File: src/rtl/inst_fetch_pkg.sv
// Shared types and constants for the instruction-fetch stage.
// Latency: none (declarations only).
// Backpressure: none (declarations only).
package inst_fetch_pkg;

  localparam logic [31:0] RESET_PC_DEF = 32'h0000_3000;
  localparam logic [31:0] NOP_INST     = 32'h0000_0000;

  // One buffered fetch result: the word and the address it came from.
  typedef struct packed {
    logic [31:0] pc;
    logic [31:0] inst;
  } fetch_entry_t;

  // Width of a counter that must hold 0..depth inclusive.
  function automatic int cnt_width(input int depth);
    return $clog2(depth + 1);
  endfunction

endpackage

File: src/rtl/fetch_fifo.sv
// Synchronous FIFO holding fetched {pc, inst} entries between memory and IF/ID.
// Latency: a push is visible at the head the cycle after it is written.
// Backpressure: push ignored when full, pop ignored when empty; flush empties in one cycle.
//
// Ports:
//   clk, rst        clock, asynchronous active-high reset
//   push, push_dat  write one 64-bit entry at the tail
//   pop, pop_dat    pop_dat always shows the head; pop advances it
//   flush           discard all entries (wins over push/pop)
//   count           current number of entries, 0..DEPTH
module fetch_fifo
  import inst_fetch_pkg::*;
#(
  parameter int  DEPTH = 4,
  localparam int CW    = cnt_width(DEPTH),
  localparam int PW    = (DEPTH > 1) ? $clog2(DEPTH) : 1
) (
  input  logic          clk,
  input  logic          rst,
  input  logic          push,
  input  logic [63:0]   push_dat,
  input  logic          pop,
  output logic [63:0]   pop_dat,
  input  logic          flush,
  output logic [CW-1:0] count
);

  logic [63:0]   mem [DEPTH];
  logic [PW-1:0] wr_ptr;
  logic [PW-1:0] rd_ptr;
  logic          push_ok;
  logic          pop_ok;

  assign push_ok = push & (count != CW'(DEPTH));
  assign pop_ok  = pop & (count != '0);
  assign pop_dat = mem[rd_ptr];

  always_ff @(posedge clk or posedge rst) begin
    if (rst) begin
      wr_ptr <= '0;
      rd_ptr <= '0;
      count  <= '0;
    end else if (flush) begin
      wr_ptr <= '0;
      rd_ptr <= '0;
      count  <= '0;
    end else begin
      // Pointers wrap explicitly so DEPTH need not be a power of two.
      if (push_ok) wr_ptr <= (wr_ptr == PW'(DEPTH - 1)) ? '0 : wr_ptr + 1'b1;
      if (pop_ok)  rd_ptr <= (rd_ptr == PW'(DEPTH - 1)) ? '0 : rd_ptr + 1'b1;
      case ({push_ok, pop_ok})
        2'b10:   count <= count + 1'b1;
        2'b01:   count <= count - 1'b1;
        default: count <= count;
      endcase
    end
  end

  // Storage needs no reset: count gates every read.
  always_ff @(posedge clk) begin
    if (push_ok && !flush) mem[wr_ptr] <= push_dat;
  end

endmodule

File: src/rtl/inst_fetch.sv
// IF stage: owns the PC, issues word fetches, buffers responses, drives IF/ID.
// Latency: grant in cycle N -> response N+1 -> valid_o high in N+3; 1 inst/cycle steady.
// Backpressure: pause freezes IF/ID; requests stop once outstanding + buffered reach FIFO_DEPTH.
//
// Ports:
//   clk, rst                         clock, asynchronous active-high reset
//   pause                            decode stall, holds IF/ID and the FIFO head
//   br_taken, br_target              decode redirect (ignored while pause=1)
//   imem_req, imem_addr, imem_gnt    request channel, addr held until granted
//   imem_rvalid, imem_rdata          in-order response channel
//   inst_o, pc_o, valid_o            IF/ID pipeline register
module inst_fetch
  import inst_fetch_pkg::*;
#(
  parameter logic [31:0] RESET_PC   = RESET_PC_DEF,
  parameter int          FIFO_DEPTH = 4
) (
  input  logic        clk,
  input  logic        rst,
  input  logic        pause,
  input  logic        br_taken,
  input  logic [31:0] br_target,
  output logic        imem_req,
  output logic [31:0] imem_addr,
  input  logic        imem_gnt,
  input  logic        imem_rvalid,
  input  logic [31:0] imem_rdata,
  output logic [31:0] inst_o,
  output logic [31:0] pc_o,
  output logic        valid_o
);

  localparam int CW = cnt_width(FIFO_DEPTH);

  logic [31:0]   pc;
  logic [31:0]   resp_pc;      // address belonging to the next kept response
  logic [CW-1:0] outstanding;
  logic [CW-1:0] drop_cnt;
  logic [CW-1:0] fifo_cnt;
  logic [CW:0]   credit_sum;
  logic          redirect;
  logic          fire;
  logic          drop_now;
  logic          push;
  logic          pop;
  logic [31:0]   redirect_pc;
  fetch_entry_t  push_entry;
  fetch_entry_t  head;
  logic [63:0]   head_raw;

  assign redirect    = br_taken & ~pause;
  assign redirect_pc = br_target & 32'hFFFF_FFFC;

  // Every granted request is guaranteed a FIFO slot, so the FIFO cannot overflow.
  assign credit_sum = {1'b0, outstanding} + {1'b0, fifo_cnt};
  assign imem_req   = ~rst & ~redirect & (credit_sum < (CW+1)'(FIFO_DEPTH));
  assign imem_addr  = pc;
  assign fire       = imem_req & imem_gnt;

  // Responses to requests issued before a redirect are counted off and discarded.
  assign drop_now   = imem_rvalid & (drop_cnt != '0);
  assign push       = imem_rvalid & ~drop_now & ~redirect;
  assign pop        = ~pause & ~redirect & (fifo_cnt != '0);

  // Responses return in order, so the PC of each kept response is rebuilt
  // by stepping from the last redirect (or reset) target.
  assign push_entry = '{pc: resp_pc, inst: imem_rdata};
  assign head       = fetch_entry_t'(head_raw);

  fetch_fifo #(.DEPTH(FIFO_DEPTH)) u_fifo (
    .clk      (clk),
    .rst      (rst),
    .push     (push),
    .push_dat (push_entry),
    .pop      (pop),
    .pop_dat  (head_raw),
    .flush    (redirect),
    .count    (fifo_cnt)
  );

  always_ff @(posedge clk or posedge rst) begin
    if (rst) begin
      pc          <= RESET_PC;
      resp_pc     <= RESET_PC;
      outstanding <= '0;
      drop_cnt    <= '0;
    end else begin
      if (redirect)  pc <= redirect_pc;
      else if (fire) pc <= pc + 32'd4;

      if (redirect)  resp_pc <= redirect_pc;
      else if (push) resp_pc <= resp_pc + 32'd4;

      case ({fire, imem_rvalid})
        2'b10:   outstanding <= outstanding + 1'b1;
        2'b01:   outstanding <= outstanding - 1'b1;
        default: outstanding <= outstanding;
      endcase

      // A response landing in the redirect cycle is already discarded, so it
      // is not counted among the ones still to drop.
      if (redirect)      drop_cnt <= outstanding - CW'(imem_rvalid);
      else if (drop_now) drop_cnt <= drop_cnt - 1'b1;
    end
  end

  always_ff @(posedge clk or posedge rst) begin
    if (rst) begin
      inst_o  <= NOP_INST;
      pc_o    <= '0;
      valid_o <= 1'b0;
    end else if (redirect) begin
      inst_o  <= NOP_INST;
      valid_o <= 1'b0;
    end else if (!pause) begin
      if (fifo_cnt != '0) begin
        inst_o  <= head.inst;
        pc_o    <= head.pc;
        valid_o <= 1'b1;
      end else begin
        inst_o  <= NOP_INST;
        valid_o <= 1'b0;
      end
    end
  end

endmodule

File: config.mk
export PLATFORM = sky130hd
export DESIGN_NAME = inst_fetch
export DESIGN_NICKNAME = d
export VERILOG_FILES = /design/src/rtl/inst_fetch_pkg.sv /design/src/rtl/fetch_fifo.sv /design/src/rtl/inst_fetch.sv
export SDC_FILE = /design/constraint.sdc
export NUM_CORES = 1
export LEC_CHECK = 0
export ABC_AREA = 1
export ABC_CLOCK_PERIOD_IN_PS = 4100
export BUFFER_PORTS_ARGS = -buffer_cell sky130_fd_sc_hd__buf_2
export CORE_MARGIN = 1.5
export CORE_UTILIZATION = 53
export DETAILED_ROUTE_END_ITERATION = 8
export MAX_ROUTING_LAYER = met4
export PLACE_DENSITY = 0.87
export SLEW_MARGIN = 20
export SYNTH_ARGS = -nofsm -noshare
export SYNTH_HDL_FRONTEND = slang
export SYNTH_SLANG_ARGS = --single-unit
export TNS_END_PERCENT = 5
File: constraint.sdc
create_clock -name clk -period 4.1 [get_ports clk]
set_input_delay 0.205 -clock clk [delete_from_list [all_inputs] [get_ports clk]]
set_output_delay 0.205 -clock clk [all_outputs]
set_load 0.01 [all_outputs]
==> results by stage <==
Outcome:
- The flow ran to the end, and the final reports show no timing, DRC or antenna violations.

Critical path:
- For the worst setup path, the data required time is 4.25 ns.
- The slowest stage cell on the critical path is sky130_fd_sc_hd__buf_4.
- The cell family contributing the most delay on the critical path is buffers and inverters.
- The element type at the critical path start is a flop.
- The total stage count of the critical path is 7.
- The arrival time reported for the critical path endpoint is 2.80 ns.
- The worst setup path is captured at a flop.
- The worst flop-to-flop path endpoint is u_fifo.mem[3][9].
- The path depth of the worst reg2reg path is 7.
- The register-to-register setup slack is 1.45 ns.
- The largest single stage delay on the critical path is 0.75 ns.
- The startpoint of the lowest-slack register-to-register path is drop_cnt[0].
- In this run the worst path has a maximum fanout of 62.
- Walking the worst path, the cells encountered are inv_1 > ha_1 > nand3_1 > nor2_2 > nand2_2 > nor2_4 > buf_4.
- The number of buffers and inverters on the critical path is 2.
- The setup path with the least slack is of type reg2reg.

Die:
- For this configuration, the core starts out at a cell density of 0.5426.
- The core region area is 0.03083 mm2.
- The height of the chip is 180.7 um.
- The die covers 0.03264 mm2.
- The number of ports placed on the die boundary is 168.
- After floorplanning, the core was divided into 64 placement rows.
- The floorplan step set the die width to 180.7 um.

Synth:
- In this run, synthesis produced a sequential element count of 384.
- The proportion of netlist area held by the largest area contributor is 0.4452.
- Ranked by instance count, the synthesized netlist is headed by 373 x sky130_fd_sc_hd__nand2_1, 272 x sky130_fd_sc_hd__nor2_1, 248 x sky130_fd_sc_hd__edfxtp_1, 146 x sky130_fd_sc_hd__o21ai_0, 132 x sky130_fd_sc_hd__dfrtp_1.
- The largest total area in the synthesized netlist belongs to sky130_fd_sc_hd__edfxtp_1.
- The cell with the most instances after synthesis is sky130_fd_sc_hd__nand2_1.
- Of all flip-flops after synthesis, the portion carrying an async set or reset was 0.3542.
- Counting flops with a built-in enable in the synthesized netlist gives 248.
- In this run the mean area of a mapped cell was 10.19 um2.
- The cell area that synthesis handed to floorplanning was 0.01673 mm2.
- The share of the yosys chip area belonging to registers is 0.6489.
- For this run, the leading register cell type out of synthesis is sky130_fd_sc_hd__edfxtp_1.
- In the post-synthesis netlist, the biggest area contributors are sky130_fd_sc_hd__edfxtp_1 45%, sky130_fd_sc_hd__dfrtp_1 20%, sky130_fd_sc_hd__nand2_1 8.4%.
- The cell count after synthesis came out at 1,642.
- The distinct cell type count of the synthesized netlist is 39.
- The number of synthesis warnings is 0.

STA:
- The total count of hold-check failures in the final report is 0.
- The worst pin sits at a relative slew slack of 0.2670.
- The worst path setup slack after routing is 1.449 ns.
- The final critical delay including setup and external delays is 2.651 ns.
- Summed over all failing endpoints, the final setup total negative slack is 0 ns.
- Setup repair after global routing left no endpoint under its margin.
- Static timing analysis puts the maximum clock frequency at 0.3772 GHz.
- The final worst clock skew is 0.01804 ns.
- The transition time at the pin with the least slew margin is 1.098 ns.
- The number of endpoints failing setup at the final stage is 0.
- The final number of max-transition violations was 0.
- Of the available clock period, the critical path in the final layout requires 0.6467.
- The worst hold margin is 0.01970 ns.

Final layout:
- Once layout is done, the placed cells without fillers occupy 0.01950 mm2.
- The signed area change from the synthesized netlist to the final layout is 16.59%.
- At the end of the flow, the number of nets in the layout was 1,916.
- In the final layout, the share of cells above drive strength 1 is 0.1469.

Pwr:
- Power spread over the standard cell area amounts to 659.9 mW/mm2.
- The worst vdd rail ir drop is 0.4436 mV.
- For this design the static power due to leakage is 0.008134 uW.

Hold path:
- The end of the worst hold path is imem_addr[6].
- The worst hold path class is in2reg.
- The worst hold path passes through 3 cells.
- The startpoint of the tightest hold check path is br_target[6].

GRT:
- In the global route stage, met1 resource usage came out at 0.3242.
- In the global route stage, overall resource usage came out at 0.2571.
- The via count of the first global-routing pass is 12,685.
- The global routing usage on met2 is 0.4258.
- The global-route wire length before repair is 64,750 um.
- The number of antenna violations at the first check in global routing is 1.
- The highest-utilization routing layer at the global route stage is met2.
- Entering global routing, the biggest net connects 112 pins.
- The met3 global-route usage is 0.03880.
- The remaining global-route overflow is 0.

Clocking:
- The clock tree synthesis step divided the H-tree into 2 levels.
- The root buffer cell chosen for the clock tree is sky130_fd_sc_hd__clkbuf_16.
- The number of buffers created by CTS is 38.
- The deepest clock path buffer count is 3.
- The number of sinks on the clock net is 384.
- The clock transition at the registers of the reported paths is 0.06 ns.
- TritonCTS built the clock tree.
- The later pin in the worst-skew pair is clocked with a latency of 0.54 ns.

Route:
- Across all layers, the routed design uses 13,032 vias.
- For this block, the routed nets add up to 41,430 um of wire.
- After detailed routing, the average wire length per cell comes to 18.36 um.
- The detailed router finished its first iteration with 1,446 violations.
- In the routed design, unresolved DRC markers number 0.
- The count of antenna-violating nets left after detailed routing is 0.
- After detailed routing, the number of vias per cell comes to 5.777.
- Before antenna repair, the detailed router went through 7 iterations.

Flow run:
- The number of maximum-capacitance violations is 0.

Placed design:
- The port buffer count is 161.
- Prior to clock tree synthesis, the placed netlist has a worst setup slack of 1.461 ns.
- Once placement finished, the instance area stood at 0.01782 mm2.
- At the end of routability-driven placement, the weighted congestion stood at 0.9475.
- The half-perimeter wire length after placement is 23,970 um.
-- sequential cells by signal, indices dropped and copies added, names as in the netlist, 3 cells and up --
register      count
drop_cnt          3
imem_addr        30
inst_o           32
outstanding       3
pc_o             30
resp_pc          30
u_fifo.count      3
u_fifo.mem      248
-- cells in the final DEF (no fill, tap or decap), types with 32 or more instances in the layout --
cell type                         n
sky130_fd_sc_hd__buf_2          161
sky130_fd_sc_hd__a22o_1          32
sky130_fd_sc_hd__nor2_1         268
sky130_fd_sc_hd__o22ai_1         62
sky130_fd_sc_hd__inv_1           90
sky130_fd_sc_hd__nand2_1        373
sky130_fd_sc_hd__dfrtp_1        131
sky130_fd_sc_hd__dlygate4sd3_1   48
sky130_fd_sc_hd__clkbuf_16       39
sky130_fd_sc_hd__a21oi_1         41
sky130_fd_sc_hd__o21ai_0        146
sky130_fd_sc_hd__nand3_1         60
sky130_fd_sc_hd__edfxtp_1       248
-- kinds of logic (layout without fill, tap and decap cells) --
| group | after synthesis | in the layout | share of synthesized area |
|---|---|---|---|
| compound gates | 314 | 314 | 0.1091 |
| xor+xnor | 10 | 10 | 0.005235 |
| fa+ha+maj | 16 | 16 | 0.01286 |
| buf+inv | 175 | 389 | 0.04413 |
| flops | 384 | 384 | 0.6489 |
| other cells | 1 | 5 | 0.0002242 |
| simple gates | 742 | 742 | 0.1796 |
-- per-layer routing --
| metal | share of wire | vias to the layer above | routed length [um] |
|---|---|---|---|
| met2 | 0.49 | 704 | 20370 |
| met4 | 0.028 | 0 | 1158 |
| met1 | 0.39 | 6255 | 16060 |
| met3 | 0.093 | 95 | 3838 |
| met5 | 0 | - | 0 |
| li1 | - | 5978 | - |
-- metrics by stage --
step / utilization / std cells / power (uW)
floorplan: - / 1645 / 8129
global placement: 0.5780 / 2138 / 9195
detailed placement: 0.5780 / 2138 / 9428
CTS: 0.6325 / 2255 / 12820
global route: 0.6325 / 2255 / 13550
finish: 0.6326 / 2256 / 12870
-- worst max-delay path by stage --
stage                           start                end  slack [ns]
final                     drop_cnt[0]   u_fifo.mem[3][9]        1.45
after detailed placement  drop_cnt[0]   u_fifo.mem[0][9]        1.46
after global routing      drop_cnt[0]    u_fifo.count[2]        1.24
after floorplan           drop_cnt[0]   u_fifo.mem[0][0]       -0.05
after CTS                 drop_cnt[0]  u_fifo.mem[3][14]        1.44
after global placement    drop_cnt[0]   u_fifo.mem[3][9]        1.52
-- worst register-to-register path, cell delays in order, from the launching register on --
cell	delay (ns)
sky130_fd_sc_hd__dfrtp_1	0.36
sky130_fd_sc_hd__inv_1	0.12
sky130_fd_sc_hd__ha_1	0.19
sky130_fd_sc_hd__nand3_1	0.26
sky130_fd_sc_hd__nor2_2	0.23
sky130_fd_sc_hd__nand2_2	0.21
sky130_fd_sc_hd__nor2_4	0.14
sky130_fd_sc_hd__buf_4	0.75
-- final cells by class --
class / count / area, um2
diodes: 1 / 2.502
repair buffers: 223 / 1391
flip-flops and latches: 384 / 10860
inverters: 97 / 375.4
clock inverters: 16 / 110.1
clock buffers: 53 / 1089
multi-input cells: 1086 / 5181
fillers: 2227 / 11330
well taps: 396 / 495.5
-- what timing repair did --
| action | in CTS | in global routing |
|---|---|---|
| buffers inserted | 0 | 0 |
| endpoints found under the setup margin | 0 | 0 |
| endpoints found under the hold margin | 156 | 0 |
| resized for setup | 0 | 0 |
| hold buffers | 48 | 0 |
-- power by group --
| group | leakage, uW | internal [uW] | total, uW | switching, uW |
|---|---|---|---|---|
| Sequential | 0.00390 | 4950 | 5720 | 776 |
| Clock | 0.000585 | 1880 | 3340 | 1460 |
| Combinational | 0.00365 | 1340 | 3810 | 2470 |
| Total | 0.00813 | 8170 | 12900 | 4700 |
Note: power is estimated with default switching activity, not from simulation.
